## config.mk

```make
export PLATFORM = sky130hd
export DESIGN_NAME = stopwatch
export DESIGN_NICKNAME = d
export VERILOG_FILES = /design/src/rtl/stopwatch_defs.sv /design/src/rtl/stopwatch_bcd_digit.sv /design/src/rtl/stopwatch.sv
export SDC_FILE = /design/constraint.sdc
export NUM_CORES = 1
export LEC_CHECK = 0
export ABC_CLOCK_PERIOD_IN_PS = 2500
export BUFFER_PORTS_ARGS = -buffer_cell sky130_fd_sc_hd__buf_2
export CAP_MARGIN = 20
export CORE_MARGIN = 2
export CORE_UTILIZATION = 49
export DETAILED_ROUTE_END_ITERATION = 16
export HOLD_SLACK_MARGIN = 0.05
export PLACE_DENSITY = 0.67
export SYNTH_ARGS = -nofsm -noshare
export SYNTH_HDL_FRONTEND = slang
export SYNTH_SLANG_ARGS = --single-unit
```

## constraint.sdc

```tcl
create_clock -name CLK -period 2.5 [get_ports CLK]
set_clock_uncertainty 0.05 [all_clocks]
set_input_delay 0.375 -clock CLK [delete_from_list [all_inputs] [get_ports CLK]]
set_output_delay 0.375 -clock CLK [all_outputs]
set_load 0.01 [all_outputs]
```

## src/rtl/stopwatch_defs.sv

```systemverilog
// Shared definitions for the stopwatch: FSM state encoding and per-digit BCD limits.
package stopwatch_defs;

    localparam int STATE_W = 3;

    typedef enum logic [STATE_W-1:0] {
        IDLE    = 3'd0,
        RUNNING = 3'd1,
        PAUSED  = 3'd2,
        LAPPED  = 3'd3,
        MAXED   = 3'd4
    } state_t;

    localparam logic [3:0] MAX_TENTHS   = 4'd9;
    localparam logic [3:0] MAX_SECS     = 4'd9;
    localparam logic [3:0] MAX_TEN_SECS = 4'd5;
    localparam logic [3:0] MAX_MINS     = 4'd9;

    // Digit index 0 is tenths, 3 is minutes.
    function automatic logic [3:0] digit_max(input int idx);
        case (idx)
            0:       digit_max = MAX_TENTHS;
            1:       digit_max = MAX_SECS;
            2:       digit_max = MAX_TEN_SECS;
            default: digit_max = MAX_MINS;
        endcase
    endfunction

endpackage

```

## src/rtl/stopwatch_bcd_digit.sv

```systemverilog
// One BCD digit of the count chain: increments on inc_in, wraps at MAX and carries out.
module bcd_digit #(
    parameter logic [3:0] MAX = 4'd9
) (
    input  logic       clk,
    input  logic       srst,
    input  logic       inc_in,
    input  logic       clr,
    input  logic       hold,
    output logic [3:0] q,
    output logic [3:0] q_next,
    output logic       carry_out
);

    assign carry_out = inc_in & (q == MAX);

    // hold freezes the digit when the whole chain would wrap past the top value.
    always_comb begin
        q_next = q;
        if (clr) begin
            q_next = '0;
        end else if (inc_in && !hold) begin
            q_next = (q >= MAX) ? 4'd0 : q + 4'd1;
        end
    end

    always_ff @(posedge clk) begin
        if (srst) begin
            q <= '0;
        end else begin
            q <= q_next;
        end
    end

endmodule

```

## src/rtl/stopwatch.sv

```systemverilog
// Count-up M:SS.t stopwatch: prescaler, control FSM, lap capture and registered display select.
module stopwatch
    import stopwatch_defs::*;
#(
    parameter int CLK_HZ  = 12000000,
    parameter int TICK_HZ = 10
) (
    input  logic       CLK,
    input  logic       RST,
    input  logic       s_start_stop,
    input  logic       s_lap,
    input  logic       s_clear,
    output logic [3:0] tenths,
    output logic [3:0] secs,
    output logic [3:0] ten_secs,
    output logic [3:0] mins,
    output logic       running,
    output logic       lap_held,
    output logic       overflow
);

    localparam int DIV   = CLK_HZ / TICK_HZ;
    localparam int PRE_W = (DIV > 1) ? $clog2(DIV) : 1;
    localparam logic [PRE_W-1:0] PRE_LAST = PRE_W'(DIV - 1);

    state_t           state_reg;
    logic [PRE_W-1:0] pre_reg;
    logic [3:0]       lap_reg   [4];
    logic [3:0]       disp_reg  [4];
    logic [3:0]       digit_q   [4];
    logic [3:0]       digit_next[4];
    logic             counting;
    logic             tick;
    logic             sat;

    assign counting = (state_reg == RUNNING) || (state_reg == LAPPED);
    assign tick     = counting && (pre_reg == PRE_LAST);

    genvar gi;
    generate
        for (gi = 0; gi < 4; gi++) begin : gen_digit
            logic inc;
            logic carry;
            if (gi == 0) begin : g_first
                assign inc = tick;
            end else begin : g_next
                assign inc = gen_digit[gi-1].carry;
            end
            bcd_digit #(
                .MAX(digit_max(gi))
            ) u_digit (
                .clk      (CLK),
                .srst     (RST),
                .inc_in   (inc),
                .clr      (s_clear),
                .hold     (sat),
                .q        (digit_q[gi]),
                .q_next   (digit_next[gi]),
                .carry_out(carry)
            );
        end
    endgenerate

    // A carry out of the minutes digit means the tick arrived at 9:59.9.
    assign sat = gen_digit[3].carry;

    always_ff @(posedge CLK) begin
        if (RST) begin
            state_reg <= IDLE;
            pre_reg   <= '0;
            lap_reg   <= '{default: '0};
            disp_reg  <= '{default: '0};
            running   <= 1'b0;
            lap_held  <= 1'b0;
            overflow  <= 1'b0;
        end else begin
            for (int i = 0; i < 4; i++) begin
                disp_reg[i] <= lap_held ? lap_reg[i] : digit_q[i];
            end
            if (s_clear) begin
                state_reg <= IDLE;
                pre_reg   <= '0;
                lap_reg   <= '{default: '0};
                running   <= 1'b0;
                lap_held  <= 1'b0;
                overflow  <= 1'b0;
            end else begin
                if (counting) begin
                    pre_reg <= tick ? '0 : pre_reg + PRE_W'(1);
                end
                if (sat) begin
                    state_reg <= MAXED;
                    running   <= 1'b0;
                    lap_held  <= 1'b0;
                    overflow  <= 1'b1;
                end else begin
                    case (state_reg)
                        IDLE: begin
                            if (s_start_stop) begin
                                state_reg <= RUNNING;
                                pre_reg   <= '0;
                                running   <= 1'b1;
                            end
                        end
                        RUNNING: begin
                            if (s_start_stop) begin
                                state_reg <= PAUSED;
                                running   <= 1'b0;
                            end else if (s_lap) begin
                                // Capture the post-tick value when the lap lands on a tick.
                                lap_reg   <= digit_next;
                                state_reg <= LAPPED;
                                lap_held  <= 1'b1;
                            end
                        end
                        LAPPED: begin
                            if (s_start_stop) begin
                                state_reg <= PAUSED;
                                running   <= 1'b0;
                                lap_held  <= 1'b0;
                            end else if (s_lap) begin
                                state_reg <= RUNNING;
                                lap_held  <= 1'b0;
                            end
                        end
                        PAUSED: begin
                            if (s_start_stop) begin
                                state_reg <= RUNNING;
                                running   <= 1'b1;
                            end
                        end
                        MAXED: begin
                        end
                        default: begin
                            state_reg <= IDLE;
                            running   <= 1'b0;
                            lap_held  <= 1'b0;
                            overflow  <= 1'b0;
                        end
                    endcase
                end
            end
        end
    end

    assign tenths   = disp_reg[0];
    assign secs     = disp_reg[1];
    assign ten_secs = disp_reg[2];
    assign mins     = disp_reg[3];

endmodule

```

==> impl_metrics.env <==
export IMPL_status="completed"
export IMPL_r2r_start="state_reg[2]$_SDFFE_PP0P_"
export IMPL_vias_per_cell=5.46
export IMPL_antenna_left=0
export IMPL_syn_nets=418
export IMPL_final_common_cell="dfxtp_1"
export IMPL_fp_row_count=31
export IMPL_postSynthAreaPerCell_um2=8.87
export IMPL_synth_cell_types=56
export IMPL_hold_viol_final=0
export IMPL_clk_latency_ns=0.34
export IMPL_ctsLongestPathBuffers=2
export IMPL_cp_data_required_time_ns=2.72
export IMPL_clock_root_buffer="clkbuf_8"
export IMPL_core_mm2=0.00714
export IMPL_power_leakage_nw=1.43
export IMPL_reg2reg_slack_ns=0.25
export IMPL_post_route_period_util=0.901
export IMPL_die_x_um=89.1
export IMPL_synth_edff_count=0
export IMPL_syn_inst=400
export IMPL_clkTransAtPathRegs_ns=0.07
export IMPL_cts_buffers=9
export IMPL_peakVddDrop_v=0.000320
export IMPL_crit_start="state_reg[2]$_SDFFE_PP0P_"
export IMPL_powerDensity_mw_per_mm2=521
export IMPL_drt_iter0_drc=115
export IMPL_track_usage=0.213
export IMPL_grt_max_degree=28
export IMPL_synth_async_reset_ratio=0
export IMPL_crit_arrival_ns=2.47
export IMPL_die_h_um=89.1
export IMPL_setup_viol=0
export IMPL_drive_above_1_share=0.140
export IMPL_drc=0
export IMPL_r2r_end="gen_digit[2].u_digit.q[1]$_SDFF_PP0_"
export IMPL_grt_pass1_vias=2729
export IMPL_synth_main_ff_cell="dfxtp_1"
export IMPL_cts_sinks=75
export IMPL_num_vias=2885
export IMPL_largest_reg_flops=21
export IMPL_period_minus_slack_ns=2.25
export IMPL_fmax_mhz=444
export IMPL_antennaDiodeCount=0
export IMPL_synthesis_area_mm2=0.00355
export IMPL_yosysWarnings=0
export IMPL_wl_per_cell_um=14.8
export IMPL_drt_pass1_iterations=4
export IMPL_final_cell_mix="dfxtp_1, nor2_1, nand2_1, mux2i_1, buf_2"
export IMPL_crit_fanout=12
export IMPL_final_max_slew_viol_count=0
export IMPL_die_area_mm2=0.00794
export IMPL_dp_hpwl_um=5310
export IMPL_wl_um=7800
export IMPL_setup_tns_ns=0
export IMPL_start_util=0.497
export IMPL_ys_seq_elements=75
export IMPL_crit_end="gen_digit[2].u_digit.q[1]$_SDFF_PP0_"
export IMPL_critPathKind="reg -> reg"
export IMPL_worst_pin_slew_ns=0.644
export IMPL_n_fill_cell=695
export IMPL_start_kind="flip-flop"
export IMPL_cp_end_kind="flip-flop"
export IMPL_io_pins=24
export IMPL_ctsHoldBuffers=0
export IMPL_gp_congestion=0.826
export IMPL_gr_total_overflow=0
export IMPL_hp_class="in -> reg"
export IMPL_grt_pass1_wl_um=12900
export IMPL_max_cap_violations=0
export IMPL_r2r_cells=6
export IMPL_htreeDepth=3
export IMPL_syn2layout_area_growth_pct=11.4
export IMPL_timing_hold_ws_ns=0.340
export IMPL_num_nets_final=443
export IMPL_rsz0062_at_grt="false"
export IMPL_cts_tree="built"
export IMPL_antenna_found_initial=0
export IMPL_port_buffers=23
export IMPL_max_slew_margin_rel=0.569
export IMPL_ys_seq_area_frac=0.423
-- worst min path at each step --
| stage | from | depth (start not counted) | end |
|---|---|---|---|
| final | s_start_stop | 3 | state_reg[0]$_SDFFE_PP0P_ |
| after global routing | s_start_stop | 3 | state_reg[0]$_SDFFE_PP0P_ |
| after CTS | s_start_stop | 3 | state_reg[0]$_SDFFE_PP0P_ |
| after detailed placement | overflow$_SDFFE_PP0P_ | 2 | overflow$_SDFFE_PP0P_ |
| after floorplan | lap_reg[10]$_SDFFE_PP0P_ | 2 | lap_reg[10]$_SDFFE_PP0P_ |
| after global placement | overflow$_SDFFE_PP0P_ | 2 | overflow$_SDFFE_PP0P_ |
-- critical path: stages, from the launching register on --
cell and delay (ns):
dfxtp_1 0.41, and3b_1 0.36, nand4_1 0.14, buf_4 0.21
or4_4 0.56, or3_1 0.32, a21oi_1 0.13
-- logic make-up after synthesis --
| family | synth area share |
|---|---|
| AOI/OAI and AO/OA | 0.112 |
| xor gates and xnor gates | 0.0494 |
| adders and majority gates | 0.0458 |
| buffers and inverters | 0.0346 |
| DFF | 0.423 |
| muxes | 0.0751 |
| and+or+nand+nor | 0.260 |
-- through the flow --
stage	worst slack [ns]	instances	util	cell area, um^2	power (mW)
6_report	0.249	528	0.554	3950	2.06
5_1_grt	0.0541	528	0.554	3950	2.14
2_1_floorplan	0.450	400	-	3550	1.27
3_5_place_dp	0.295	513	0.529	3780	1.29
4_1_cts	0.226	528	0.552	3940	2.08
3_3_place_gp	0.327	513	0.529	3780	1.29
-- what timing repair did --
item,4_1_cts,5_1_grt
buffers inserted,0,0
endpoints found under the setup margin,0,1
resized for setup,0,2
-- metal layers --
layer	track usage	up-vias	part of all wire
met4	0.0719	0	0.0069
li1	-	1456	-
met1	0.266	1381	0.47
met5	0	-	0
met2	0.354	44	0.49
met3	0.0582	4	0.036
-- Yosys cell counts, drive strengths merged, types with 2 or more instances --
master | number | area share
o21a | 2 | 0.0042
nand3 | 14 | 0.023
and4 | 3 | 0.0078
dfxtp | 75 | 0.42
nor4b | 2 | 0.0067
clkbuf | 14 | 0.015
mux2 | 2 | 0.0074
nor2 | 66 | 0.070
and3b | 5 | 0.012
o31ai | 3 | 0.0063
xor2 | 16 | 0.039
a21oi | 22 | 0.031
nor4 | 4 | 0.0088
mux2i | 24 | 0.068
buf | 3 | 0.0060
o22ai | 4 | 0.0071
o21ai | 7 | 0.0099
and3 | 4 | 0.0071
nor2b | 4 | 0.0071
a21o | 2 | 0.0042
nand3b | 7 | 0.015
nand2b | 6 | 0.011
inv | 13 | 0.014
nor3b | 2 | 0.0056
ha | 13 | 0.046
or4 | 2 | 0.0053
xnor2 | 4 | 0.0099
nand2 | 27 | 0.029
and2 | 5 | 0.0088
a211oi | 11 | 0.025
nand4 | 11 | 0.019
nor3 | 9 | 0.014
or3 | 2 | 0.0049
-- area by class of cell --
class	instances	area, um^2	area share
clock buffer	12	145	0.0367
clock inverter	3	15.0	0.00380
inverter	13	48.8	0.0123
multi-input combinational	295	1940	0.492
sequential	75	1500	0.380
tap	99	124	0.0313
timing repair buffer	31	175	0.0443
-- where the power goes --
group / leakage [nW] / internal [mW] / switching, mW
Sequential: 0.604 / 1.20 / 0.00250
Clock: 0.0860 / 0.378 / 0.418
Combinational: 0.735 / 0.0178 / 0.0437
(Power assumes the default switching activity.)
